File: config.mk
export PLATFORM = sky130hd
export DESIGN_NAME = id_ex_operand_stage
export DESIGN_NICKNAME = d
export VERILOG_FILES = /design/src/rtl/id_ex_operand_stage_pkg.sv /design/src/rtl/id_ex_operand_stage_fwd.sv /design/src/rtl/id_ex_operand_stage.sv
export SDC_FILE = /design/constraint.sdc
export NUM_CORES = 1
export LEC_CHECK = 0
export BUFFER_PORTS_ARGS = -buffer_cell sky130_fd_sc_hd__buf_2
export CAP_MARGIN = 20
export CORE_ASPECT_RATIO = 0.8
export CORE_MARGIN = 2
export CORE_UTILIZATION = 47
export CTS_BUF_LIST = sky130_fd_sc_hd__clkbuf_8 sky130_fd_sc_hd__clkbuf_16
export DETAILED_ROUTE_END_ITERATION = 6
export PLACE_DENSITY = 0.81
export SLEW_MARGIN = 20
export SYNTH_ARGS = -nofsm -noshare
export SYNTH_HDL_FRONTEND = slang
export SYNTH_SLANG_ARGS = --single-unit
export TNS_END_PERCENT = 1
File: constraint.sdc
create_clock -name clk_i -period 3.3 [get_ports clk_i]
set_clock_uncertainty 0.1 [all_clocks]
set_input_delay 0.66 -clock clk_i [delete_from_list [all_inputs] [get_ports clk_i]]
set_output_delay 0.66 -clock clk_i [all_outputs]
set_load 0.01 [all_outputs]
File: src/rtl/id_ex_operand_stage_pkg.sv
// Shared core definitions: datapath widths, ALU opcodes and the ID/EX
// control bundle together with its bubble value.
package id_ex_operand_stage_pkg;

  localparam int DATA_W = 32;
  localparam int RA_W   = 5;
  localparam int CNT_W  = 16;

  // ALU operation codes driven on alu_ctrl.
  typedef enum logic [3:0] {
    ALU_AND  = 4'b0000,
    ALU_OR   = 4'b0001,
    ALU_ADD  = 4'b0010,
    ALU_MULT = 4'b0011,
    ALU_LUI  = 4'b0100,
    ALU_SLL  = 4'b0101,
    ALU_SUB  = 4'b0110,
    ALU_SLT  = 4'b0111,
    ALU_XOR  = 4'b1000,
    ALU_NOR  = 4'b1100
  } alu_op_e;

  // A bubble drives AND of zero operands, so the ALU result is 0.
  localparam logic [3:0] ALU_NOP = ALU_AND;

  // Decoded control bits carried through the ID/EX register.
  typedef struct packed {
    logic valid;
    logic alu_src;
    logic mem_read;
    logic mem_write;
    logic reg_write;
    logic mem_to_reg;
  } ex_ctrl_t;

  // Control content of an inserted bubble: invalid, no memory access,
  // no write-back.
  localparam ex_ctrl_t BUBBLE_CTRL = '0;

endpackage

File: src/rtl/id_ex_operand_stage_fwd.sv
// Forwarding selector for one ALU source register. EX/MEM has priority
// over MEM/WB; register $0 is never forwarded.
module fwd_sel #(
  parameter int DATA_W = 32,
  parameter int RA_W   = 5
) (
  input  logic [RA_W-1:0]   ra,
  input  logic [DATA_W-1:0] rf_data,
  input  logic              exmem_reg_write,
  input  logic [RA_W-1:0]   exmem_wr,
  input  logic [DATA_W-1:0] exmem_result,
  input  logic              memwb_reg_write,
  input  logic [RA_W-1:0]   memwb_wr,
  input  logic [DATA_W-1:0] memwb_data,
  output logic [DATA_W-1:0] data
);

  logic exmem_hit;
  logic memwb_hit;

  assign exmem_hit = exmem_reg_write && (exmem_wr != '0) && (exmem_wr == ra);
  assign memwb_hit = memwb_reg_write && (memwb_wr != '0) && (memwb_wr == ra);

  // Priority mux: newest producer first, register file last.
  always_comb begin
    // NOTE: every path assigns data, so no latch is inferred.
    data = rf_data;
    if (exmem_hit) begin
      data = exmem_result;
    end else if (memwb_hit) begin
      data = memwb_data;
    end
  end

endmodule

File: src/rtl/id_ex_operand_stage.sv
// ID/EX pipeline register with load-use bubble insertion, flush, hold,
// operand forwarding and a saturating bubble counter.
module id_ex_operand_stage #(
  parameter int DATA_W = id_ex_operand_stage_pkg::DATA_W,
  parameter int RA_W   = id_ex_operand_stage_pkg::RA_W
) (
  input  logic              clk_i,
  input  logic              rst_i,
  input  logic              id_valid_i,
  input  logic [DATA_W-1:0] id_rs_data_i,
  input  logic [DATA_W-1:0] id_rt_data_i,
  input  logic [RA_W-1:0]   id_rs_i,
  input  logic [RA_W-1:0]   id_rt_i,
  input  logic [RA_W-1:0]   id_wr_i,
  input  logic [DATA_W-1:0] id_imm_i,
  input  logic [3:0]        id_alu_ctrl_i,
  input  logic [4:0]        id_shamt_i,
  input  logic              id_alu_src_i,
  input  logic              id_mem_read_i,
  input  logic              id_mem_write_i,
  input  logic              id_reg_write_i,
  input  logic              id_mem_to_reg_i,
  input  logic              flush_i,
  input  logic              hold_i,
  input  logic              exmem_reg_write_i,
  input  logic [RA_W-1:0]   exmem_wr_i,
  input  logic [DATA_W-1:0] exmem_result_i,
  input  logic              memwb_reg_write_i,
  input  logic [RA_W-1:0]   memwb_wr_i,
  input  logic [DATA_W-1:0] memwb_data_i,
  output logic [DATA_W-1:0] src1_o,
  output logic [DATA_W-1:0] src2_o,
  output logic [3:0]        alu_ctrl_o,
  output logic [4:0]        shamt_o,
  output logic [DATA_W-1:0] store_data_o,
  output logic              ex_valid_o,
  output logic [RA_W-1:0]   ex_wr_o,
  output logic              ex_mem_read_o,
  output logic              ex_mem_write_o,
  output logic              ex_reg_write_o,
  output logic              ex_mem_to_reg_o,
  output logic              stall_o,
  output logic [15:0]       bubble_cnt_o
);

  import id_ex_operand_stage_pkg::*;

  typedef struct packed {
    ex_ctrl_t          ctrl;
    logic [3:0]        alu_ctrl;
    logic [4:0]        shamt;
    logic [RA_W-1:0]   rs;
    logic [RA_W-1:0]   rt;
    logic [RA_W-1:0]   wr;
    logic [DATA_W-1:0] rs_data;
    logic [DATA_W-1:0] rt_data;
    logic [DATA_W-1:0] imm;
  } id_ex_t;

  id_ex_t            ex_q;
  id_ex_t            id_word;
  id_ex_t            bubble_word;
  logic [CNT_W-1:0]  bubble_cnt;
  logic [DATA_W-1:0] fwd_rs;
  logic [DATA_W-1:0] fwd_rt;

  // Pack the ID-side inputs into the register format.
  always_comb begin
    id_word                 = '0;
    id_word.ctrl.valid      = id_valid_i;
    id_word.ctrl.alu_src    = id_alu_src_i;
    id_word.ctrl.mem_read   = id_mem_read_i;
    id_word.ctrl.mem_write  = id_mem_write_i;
    id_word.ctrl.reg_write  = id_reg_write_i;
    id_word.ctrl.mem_to_reg = id_mem_to_reg_i;
    id_word.alu_ctrl        = id_alu_ctrl_i;
    id_word.shamt           = id_shamt_i;
    id_word.rs              = id_rs_i;
    id_word.rt              = id_rt_i;
    id_word.wr              = id_wr_i;
    id_word.rs_data         = id_rs_data_i;
    id_word.rt_data         = id_rt_data_i;
    id_word.imm             = id_imm_i;
  end

  // Bubble content: no control, NOP opcode, zero data.
  always_comb begin
    bubble_word          = '0;
    bubble_word.ctrl     = BUBBLE_CTRL;
    bubble_word.alu_ctrl = ALU_NOP;
  end

  // Load-use hazard: a valid load in EX writes a register the ID
  // instruction reads.
  assign stall_o = ex_q.ctrl.valid && ex_q.ctrl.mem_read && id_valid_i &&
                   (ex_q.wr != '0) &&
                   ((ex_q.wr == id_rs_i) || (ex_q.wr == id_rt_i));

  // ID/EX register and bubble counter: reset > flush > hold > stall > load.
  always_ff @(posedge clk_i) begin
    // NOTE: sequential state uses non-blocking assignments so every
    // register samples pre-edge values regardless of statement order.
    if (rst_i) begin
      ex_q       <= '0;
      bubble_cnt <= '0;
    end else if (flush_i) begin
      ex_q <= bubble_word;
    end else if (hold_i) begin
      ex_q <= ex_q;
    end else if (stall_o) begin
      ex_q <= bubble_word;
      if (bubble_cnt != '1) begin
        bubble_cnt <= bubble_cnt + CNT_W'(1);
      end
    end else begin
      ex_q <= id_word;
    end
  end

  fwd_sel #(.DATA_W(DATA_W), .RA_W(RA_W)) u_fwd_rs (
    .ra              (ex_q.rs),
    .rf_data         (ex_q.rs_data),
    .exmem_reg_write (exmem_reg_write_i),
    .exmem_wr        (exmem_wr_i),
    .exmem_result    (exmem_result_i),
    .memwb_reg_write (memwb_reg_write_i),
    .memwb_wr        (memwb_wr_i),
    .memwb_data      (memwb_data_i),
    .data            (fwd_rs)
  );

  fwd_sel #(.DATA_W(DATA_W), .RA_W(RA_W)) u_fwd_rt (
    .ra              (ex_q.rt),
    .rf_data         (ex_q.rt_data),
    .exmem_reg_write (exmem_reg_write_i),
    .exmem_wr        (exmem_wr_i),
    .exmem_result    (exmem_result_i),
    .memwb_reg_write (memwb_reg_write_i),
    .memwb_wr        (memwb_wr_i),
    .memwb_data      (memwb_data_i),
    .data            (fwd_rt)
  );

  assign src1_o          = fwd_rs;
  assign store_data_o    = fwd_rt;
  assign src2_o          = ex_q.ctrl.alu_src ? ex_q.imm : fwd_rt;
  assign alu_ctrl_o      = ex_q.alu_ctrl;
  assign shamt_o         = ex_q.shamt;
  assign ex_valid_o      = ex_q.ctrl.valid;
  assign ex_wr_o         = ex_q.wr;
  assign ex_mem_read_o   = ex_q.ctrl.mem_read;
  assign ex_mem_write_o  = ex_q.ctrl.mem_write;
  assign ex_reg_write_o  = ex_q.ctrl.reg_write;
  assign ex_mem_to_reg_o = ex_q.ctrl.mem_to_reg;
  assign bubble_cnt_o    = bubble_cnt;

endmodule

==> results of run 1 <==
[how the worst min path moves through the flow]
stage,slack [ns],endpoint,cells past startpoint,start
4_1_cts,0.34,ex_q[47],2,id_rt_data_i[15]
3_3_place_gp,0.35,alu_ctrl_o[0],1,alu_ctrl_o[0]
3_5_place_dp,0.35,shamt_o[0],1,shamt_o[0]
6_report,0.36,ex_q[15],2,id_imm_i[15]
5_1_grt,0.33,ex_q[13],2,id_imm_i[13]
2_1_floorplan,0.34,ex_q[64],1,ex_q[64]
[per-layer routing]
layer | global-route usage, % | routed length (um)
met1 | 39.99 | 10860
met2 | 48.16 | 12350
met3 | 9.530 | 2686
met4 | 10.93 | 800
met5 | 0 | 19
[area by class of cell]
type	instances	area share (%)
Tap cell	189	2.388
Inverter	3	0.1137
Multi-Input combinational cell	558	40.41
Sequential cell	142	28.72
Timing Repair Buffer	375	21.96
Clock inverter	13	1.744
Antenna cell	3	0.07582
Clock buffer	19	4.575
[kinds of logic (layout without fill, tap and decap cells)]
kind of cell	count (synthesis)	after routing	synth area share [%]
other	0	3	0
AOI/OAI and AO/OA	256	256	28.47
muxes	35	35	4.961
xor gates and xnor gates	30	30	3.695
adders and majority gates	1	1	0.1759
buffers and inverters	89	410	6.721
DFF	142	142	39.97
and+or+nand+nor	234	236	16.01
[flip-flops by register name (all words and copies together) (netlist names)]
signal	flops
ex_mem_to_reg_o	1
ex_reg_write_o	1
shamt_o	5
alu_ctrl_o	4
ex_q	107
bubble_cnt_o	16
ex_wr_o	5
ex_mem_write_o	1
ex_mem_read_o	1
ex_valid_o	1
[power groups by stage]
stage	Sequential, uW	Combinational, uW	Clock (uW)
after floorplan	1830	274	0
after global placement	1840	541	0
after detailed placement	1840	548	0
after CTS	1810	556	2050
after global routing	1810	626	2150
final	1810	585	2030
[repair_timing]
item / CTS / global route
cloned: 1 / 4
pin swaps: 2 / 8
buffers inserted: 1 / 4
resized for setup: 3 / 27
endpoints found under the setup margin: 16 / 56
[critical path, cell delays in order]
cell and delay (ns):
buf_2 0.12, or4_1 0.52, o21a_1 0.23, buf_4 0.26, a221oi_1 0.45, o31ai_1 0.15, buf_2 0.16
[through the flow]
stage	util, %	setup TNS (ns)
after floorplan	-	0
after global placement	60.18	0
after detailed placement	60.18	-0.5357
after CTS	64.55	0
after global routing	66.37	-2.247
final	66.38	-0.04370
[Yosys cell counts, types with 3 or more instances]
library cell,instances,area [um2]
nor3_1,5,25.02
o31ai_1,42,315.3
o21ai_0,3,15.01
or4_1,14,105.1
a21oi_1,45,225.2
a221oi_1,30,262.8
buf_6,5,56.30
buf_4,21,157.7
buf_2,22,110.1
and3_1,34,212.7
nand3_1,8,40.04
nand4_1,11,68.82
xor2_1,20,175.2
clkbuf_1,38,142.6
mux2i_1,33,330.3
nor4_1,3,18.77
inv_1,3,11.26
nand2_1,39,146.4
xnor2_1,10,87.58
a22o_1,126,1104
nor2_1,105,394.1
dfxtp_1,142,2843
==> key figures, run 1 <==
Run status
  – Status: finished with violations
  – Violated checks: setup timing

Power
  – Pint: ~3300 uW
  – Clock power share: about 46%
  – Net Sw Frac: 24.54%
  – Total design power: around 4400 uW
  – Psw: 1086 uW
  – LEAKAGE: 0.004615 uW
  – Proportion of power drawn by combinational gates: approximately an eighth
  – Reg power frac: 40.9%
  – Pwr dens: between 400 and 500 nW/um2
  – Peak VDD IR: 385.6 uV

Worst setup path
  – CP startpoint kind: input pin
  – WS Path Type: input pin to output pin
  – Worst setup path end: src2_o[20]
  – Capturing point of the worst reg2reg path: bubble_cnt_o[0]
  – CP max FO: 21
  – Crit. End Element: output pin
  – Worst r2r src: ex_wr_o[4]
  – CP required: ~2.5 ns
  – FF-to-FF setup slack: 0.97 ns
  – CP arrival: 2.56 ns
  – R2r worst-path depth: 5
  – Worst setup startpoint: memwb_wr_i[0]

CTS
  – CTS Buf Count: 17
  – Latest clock arrival within the worst-skew pair: 0.42 ns
  – Clock root cell: clkbuf_16
  – TritonCTS clock tree: built
  – Worst-case clock buffer depth: 2
  – CTS Hold Bufs: 0
  – Depth of the CTS H-tree: 4
  – Reg clk slew, reported paths: 0.06 ns
  – Clk sink count: ~140

Layout
  – Share of layout cells above drive strength 1: about two fifths
  – Register Area: 2844 um2
  – Number of fill cells: 1252
  – Layout Cells excl Fill: between 1000 and 1500
  – Final nets: roughly 1300
  – Multi-input combinational cell area: 4001 um2
  – Most frequent standard cell in the layout excluding fill and tap cells: buf_2
  – Most frequent cells in the layout: buf_2 (337), dfxtp_1 (141), a22o_1 (126)
  – Area growth, synth to finish: 39.22%
  – Final non-filler cell area: just under 10000 um2

Die
  – DIE WIDTH: 141.5 um
  – Die ar.: 16140 um2
  – Die height: 114.0 um
  – Core box area: between 10000 and 15000 um2
  – Initial Util: 47.68%
  – # rows: 40
  – I/O Pins: 338

STA
  – Crit share post-route: 100.7%
  – Slew margin rel.: 39.45%
  – Fin. max-slew vios: 0
  – Setup ws final: -0.02217 ns
  – Final setup fails: 4
  – RSZ-0062 raised after global routing: yes
  – Final Hold Viols: 0
  – Maximum operating frequency: 301.0 MHz
  – Slew @ Worst Pin: 0.9082 ns
  – Post-layout min period: approximately 3.3 ns
  – Worst hold margin: ~0.36 ns

Hold path
  – Worst Hold Class: input pin to register

Detailed routing
  – Antenna Nets Post-Route: 0
  – DRC viols: 0
  – DR WL/cell: ~20 um
  – WL final: 26.71 mm
  – Drt pass-1 iters: 5
  – DRT iter0 DRCs: 757
  – Vias post-DR: 7794
  – Vias per cell: 5.986

Yosys
  – Yosys cell types: 44
  – Synth async-reset ratio: 0%
  – Syn_nets: 994
  – Average size of a mapped cell: 9.037 um2
  – Mapped cell area: 7112 um2
  – EDFF count, synth: 0
  – Synth warnings: 0
  – Synth Instances: approximately 790
  – Sequential element share of the synthesized area: roughly two fifths
  – Main flop type after synthesis: dfxtp_1
  – Post-synthesis register bit count: 142

Placement
  – DP Worst Slack: -0.04861 ns
  – DP Area: 8975 um2
  – Detailed Place HPWL: roughly 19 mm
  – RD Place Congestion: 0.9262
  – Placed cells: ~1300
  – Port buffer count: 337

Global routing
  – Vias in the first global route: a little under 7000
  – Global-route usage over all layers: about 31%
  – Initial antenna violation count: 6
  – GRT Residual Overflow: 0
  – Largest net degree at the start of global routing: 69
  – First-pass GRT wire length: 38.45 mm

Flow run
  – Max-cap viol count: 0
(Power assumes the default switching activity.)
==> inputs of run 2 (changes only) <==
PLACE_DENSITY = not set   (was 0.81)
PLACE_DENSITY_LB_ADDON = 0.05   (was not set)
==> run 2 against run 1 <==
  * The flow now finishes without violations
  * Core utilization is 0.067 points higher
  * Maximum frequency is 0.98% higher
  * Sequential power hardly changed
  * Critical path depth is 2 higher
  * Worst setup slack better by 0.032 ns
  * Cell count is 0.31% higher
  * Combinational power is 1% higher
  * Cell area is 0.10% higher
  * Sequential share of layout area hardly changed
  * Global-route usage is 0.77 points higher
  * Power is 0.40% higher
  * Critical path type unchanged
  * Critical endpoint is now src2_o[11]
  * Largest power group unchanged
==> key figures, run 2 (synthesis results as in run 1) <==
Run status
  – Status: finished clean

Worst setup path
  – CP max FO: 20 (-4.8%)
  – Capturing point of the worst reg2reg path: bubble_cnt_o[0]
  – R2r worst-path depth: 5 (unchanged)
  – CP top delay family: buffers and inverters
  – CP arrival: 2.53 ns (-0.03 ns)
  – Crit. End Element: output pin
  – WS Path Type: input pin to output pin
  – Largest stage delay on the critical path: 0.51 ns (about the same)
  – Worst r2r src: ex_wr_o[0]
  – CP required: 2.54 ns (about the same)
  – Crit-path cells: buf_2, or4_1, o21a_2, nand3_2, buf_12, buf_4, a221oi_2, o31ai_1, buf_2
  – CP max stage cell: or4_1
  – FF-to-FF setup slack: 0.91 ns (-0.06 ns)
  – CP most frequent cell: buf_2
  – Bufs and invs on worst path: 4 (+1)
  – CP startpoint kind: input pin

CTS
  – Latest clock arrival within the worst-skew pair: 0.42 ns (about the same)
  – Clock root cell: clkbuf_16
  – Depth of the CTS H-tree: 4 (unchanged)
  – Reg clk slew, reported paths: 0.06 ns (about the same)
  – CTS Hold Bufs: 0 (unchanged)
  – CTS Buf Count: 17 (unchanged)
  – TritonCTS clock tree: built
  – Clk sink count: 142 (unchanged)
  – Worst-case clock buffer depth: 2 (unchanged)

Layout
  – Top reg by flops: ex_q
  – Most frequent cells in the layout: buf_2 (335), dfxtp_1 (141), a22o_1 (126)
  – Number of flip-flops in the largest register: 107 (unchanged)
  – Share of layout cells above drive strength 1: 41.22% (+0.59 points)
  – Final nets: 1305 (+0.077%)
  – Most frequent standard cell in the layout excluding fill and tap cells: buf_2
  – Final non-filler cell area: 9911 um2 (+0.10%)
  – Area growth, synth to finish: 39.36%

Power
  – Pint: 3310 uW (-0.89%)
  – Psw: 1133 uW (+4.4%)
  – Proportion of power drawn by combinational gates: 13.4% (+0.2 points)
  – Reg power frac: 40.6% (-0.3 points)
  – Peak VDD IR: 342.6 uV (-11%)
  – LEAKAGE: 0.004610 uW (about the same)
  – Clock power share: 46.0% (about the same)
  – Total design power: 4443 uW (+0.40%)
  – Pwr dens: 448.3 nW/um2 (+0.30%)
  – Net Sw Frac: 25.51% (+0.97 points)

Die
  – Die height: 114.0 um (unchanged)
  – I/O Pins: 338 (unchanged)
  – Initial Util: 47.68% (unchanged)
  – Core box area: 14910 um2 (unchanged)
  – DIE WIDTH: 141.5 um (unchanged)
  – # rows: 40 (unchanged)
  – Die ar.: 16140 um2 (unchanged)

Hold path
  – Worst Hold Launch: id_rs_data_i[23]
  – Worst Hold Class: input pin to register
  – Hold Path Depth: 2 (unchanged)
  – WHS Endpoint: ex_q[87]

STA
  – Post-layout min period: 3.290 ns (-0.03225 ns)
  – Slew margin rel.: 52.50% (+13 points)
  – RSZ-0062 raised after global routing: yes
  – Crit share post-route: 99.69% (-0.98 points)
  – Final setup fails: 0 (-4)
  – Fin. max-slew vios: 0 (unchanged)
  – Worst hold margin: 0.3491 ns (-0.006565 ns)
  – Slew @ Worst Pin: 0.7066 ns (-0.2015 ns)
  – Final Hold Viols: 0 (unchanged)
  – Maximum operating frequency: 304.0 MHz (+0.98%)

Global routing
  – Largest net degree at the start of global routing: 127 (+84%)
  – Initial antenna violation count: 5 (-1)
  – Vias in the first global route: 7083 (+2.2%)
  – Global-route usage over all layers: 31.42% (+0.77 points)
  – GRT Residual Overflow: 0 (unchanged)
  – First-pass GRT wire length: 39.34 mm (+2.3%)

Detailed routing
  – Antenna Nets Post-Route: 0 (unchanged)
  – Drt pass-1 iters: 7 (+2)
  – Vias per cell: 5.841 (-2.4%)
  – DR WL/cell: 20.09 um (-2.1%)
  – DRC viols: 0 (unchanged)
  – DRT iter0 DRCs: 537 (-29%)
  – Vias post-DR: 7628 (-2.1%)
  – WL final: 26.24 mm (-1.8%)

Flow run
  – Max-cap viol count: 0 (unchanged)

Placement
  – RD Place Congestion: 0.9722 (+5.0%)
  – Detailed Place HPWL: 18.65 mm (-2.1%)
  – DP Area: 8981 um2 (about the same)
  – Port buffer count: 337 (unchanged)
run 2: changes by cell type in the layout (fill, tap and decap cells not counted), sizes merged:
cell	previous run	this run
buf	372	377
clkbuf	22	17
diode	3	6
clkinv	3	5
clkinvlp	3	2
inv	6	7
nor2	107	106
run 2: cell type report:
class	instances	area, um2
Fill cell	1301	5004
Tap cell	189	236.5
Sequential cell	142	2844
Antenna cell	6	15.01
Timing Repair Buffer	377	2145
Clock inverter	15	196.4
Inverter	3	11.26
Clock buffer	17	425.4
Multi-Input combinational cell	557	4038
run 2: what timing repair did:
item | 4_1_cts | 5_1_grt
resized for setup | 17 | 22
setup endpoints to repair | 38 | 70
buffers inserted | 2 | 4
gates cloned | 1 | 0
pin swaps | 7 | 7
run 2: how the worst max path moves through the flow:
stage | start | endpoint | slack (ns) | cells after the start
2_1_floorplan | memwb_wr_i[0] | src1_o[10] | 0.33 | 8
3_3_place_gp | exmem_wr_i[2] | src2_o[16] | -0.12 | 8
3_5_place_dp | exmem_wr_i[0] | src2_o[28] | -0.15 | 8
4_1_cts | exmem_wr_i[3] | src2_o[29] | -0.06 | 8
5_1_grt | exmem_wr_i[2] | src2_o[12] | -0.07 | 9
6_report | memwb_wr_i[0] | src2_o[11] | 0.01 | 9
run 2: worst register-to-register path, cell delays in order, from the launching register on:
cell and delay, ns:
dfxtp_1 0.44, nor4_1 0.13, a21oi_1 0.48, o31ai_2 0.29, nor4_1 0.45, mux2_2 0.39
run 2: metrics by stage:
stage	utilization (%)	cells	setup slack (ns)	TNS, ns
floorplan	-	787	0.3268	0
global placement	60.22	1261	-0.1196	-1.416
detailed placement	60.22	1261	-0.1519	-1.775
CTS	65.30	1296	-0.06125	-0.5729
global route	66.40	1303	-0.06786	-0.7745
finish	66.45	1306	0.01008	0
run 2: power by group through the flow:
stage          clock network (uW)  registers (uW)  logic [uW]
6_report                     2050            1800         593
5_1_grt                      2150            1810         637
4_1_cts                      2060            1800         575
3_5_place_dp                    0            1840         558
3_3_place_gp                    0            1840         555
2_1_floorplan                   0            1830         274
run 2: per-layer routing:
layer / global-route usage [%] / up-vias / wire [um]
met4: 11.20 / 2 / 607
met2: 48.96 / 402 / 11780
met3: 7.851 / 47 / 2311
met5: 0 / - / 16
li1: - / 3607 / -
met1: 42.56 / 3570 / 11520
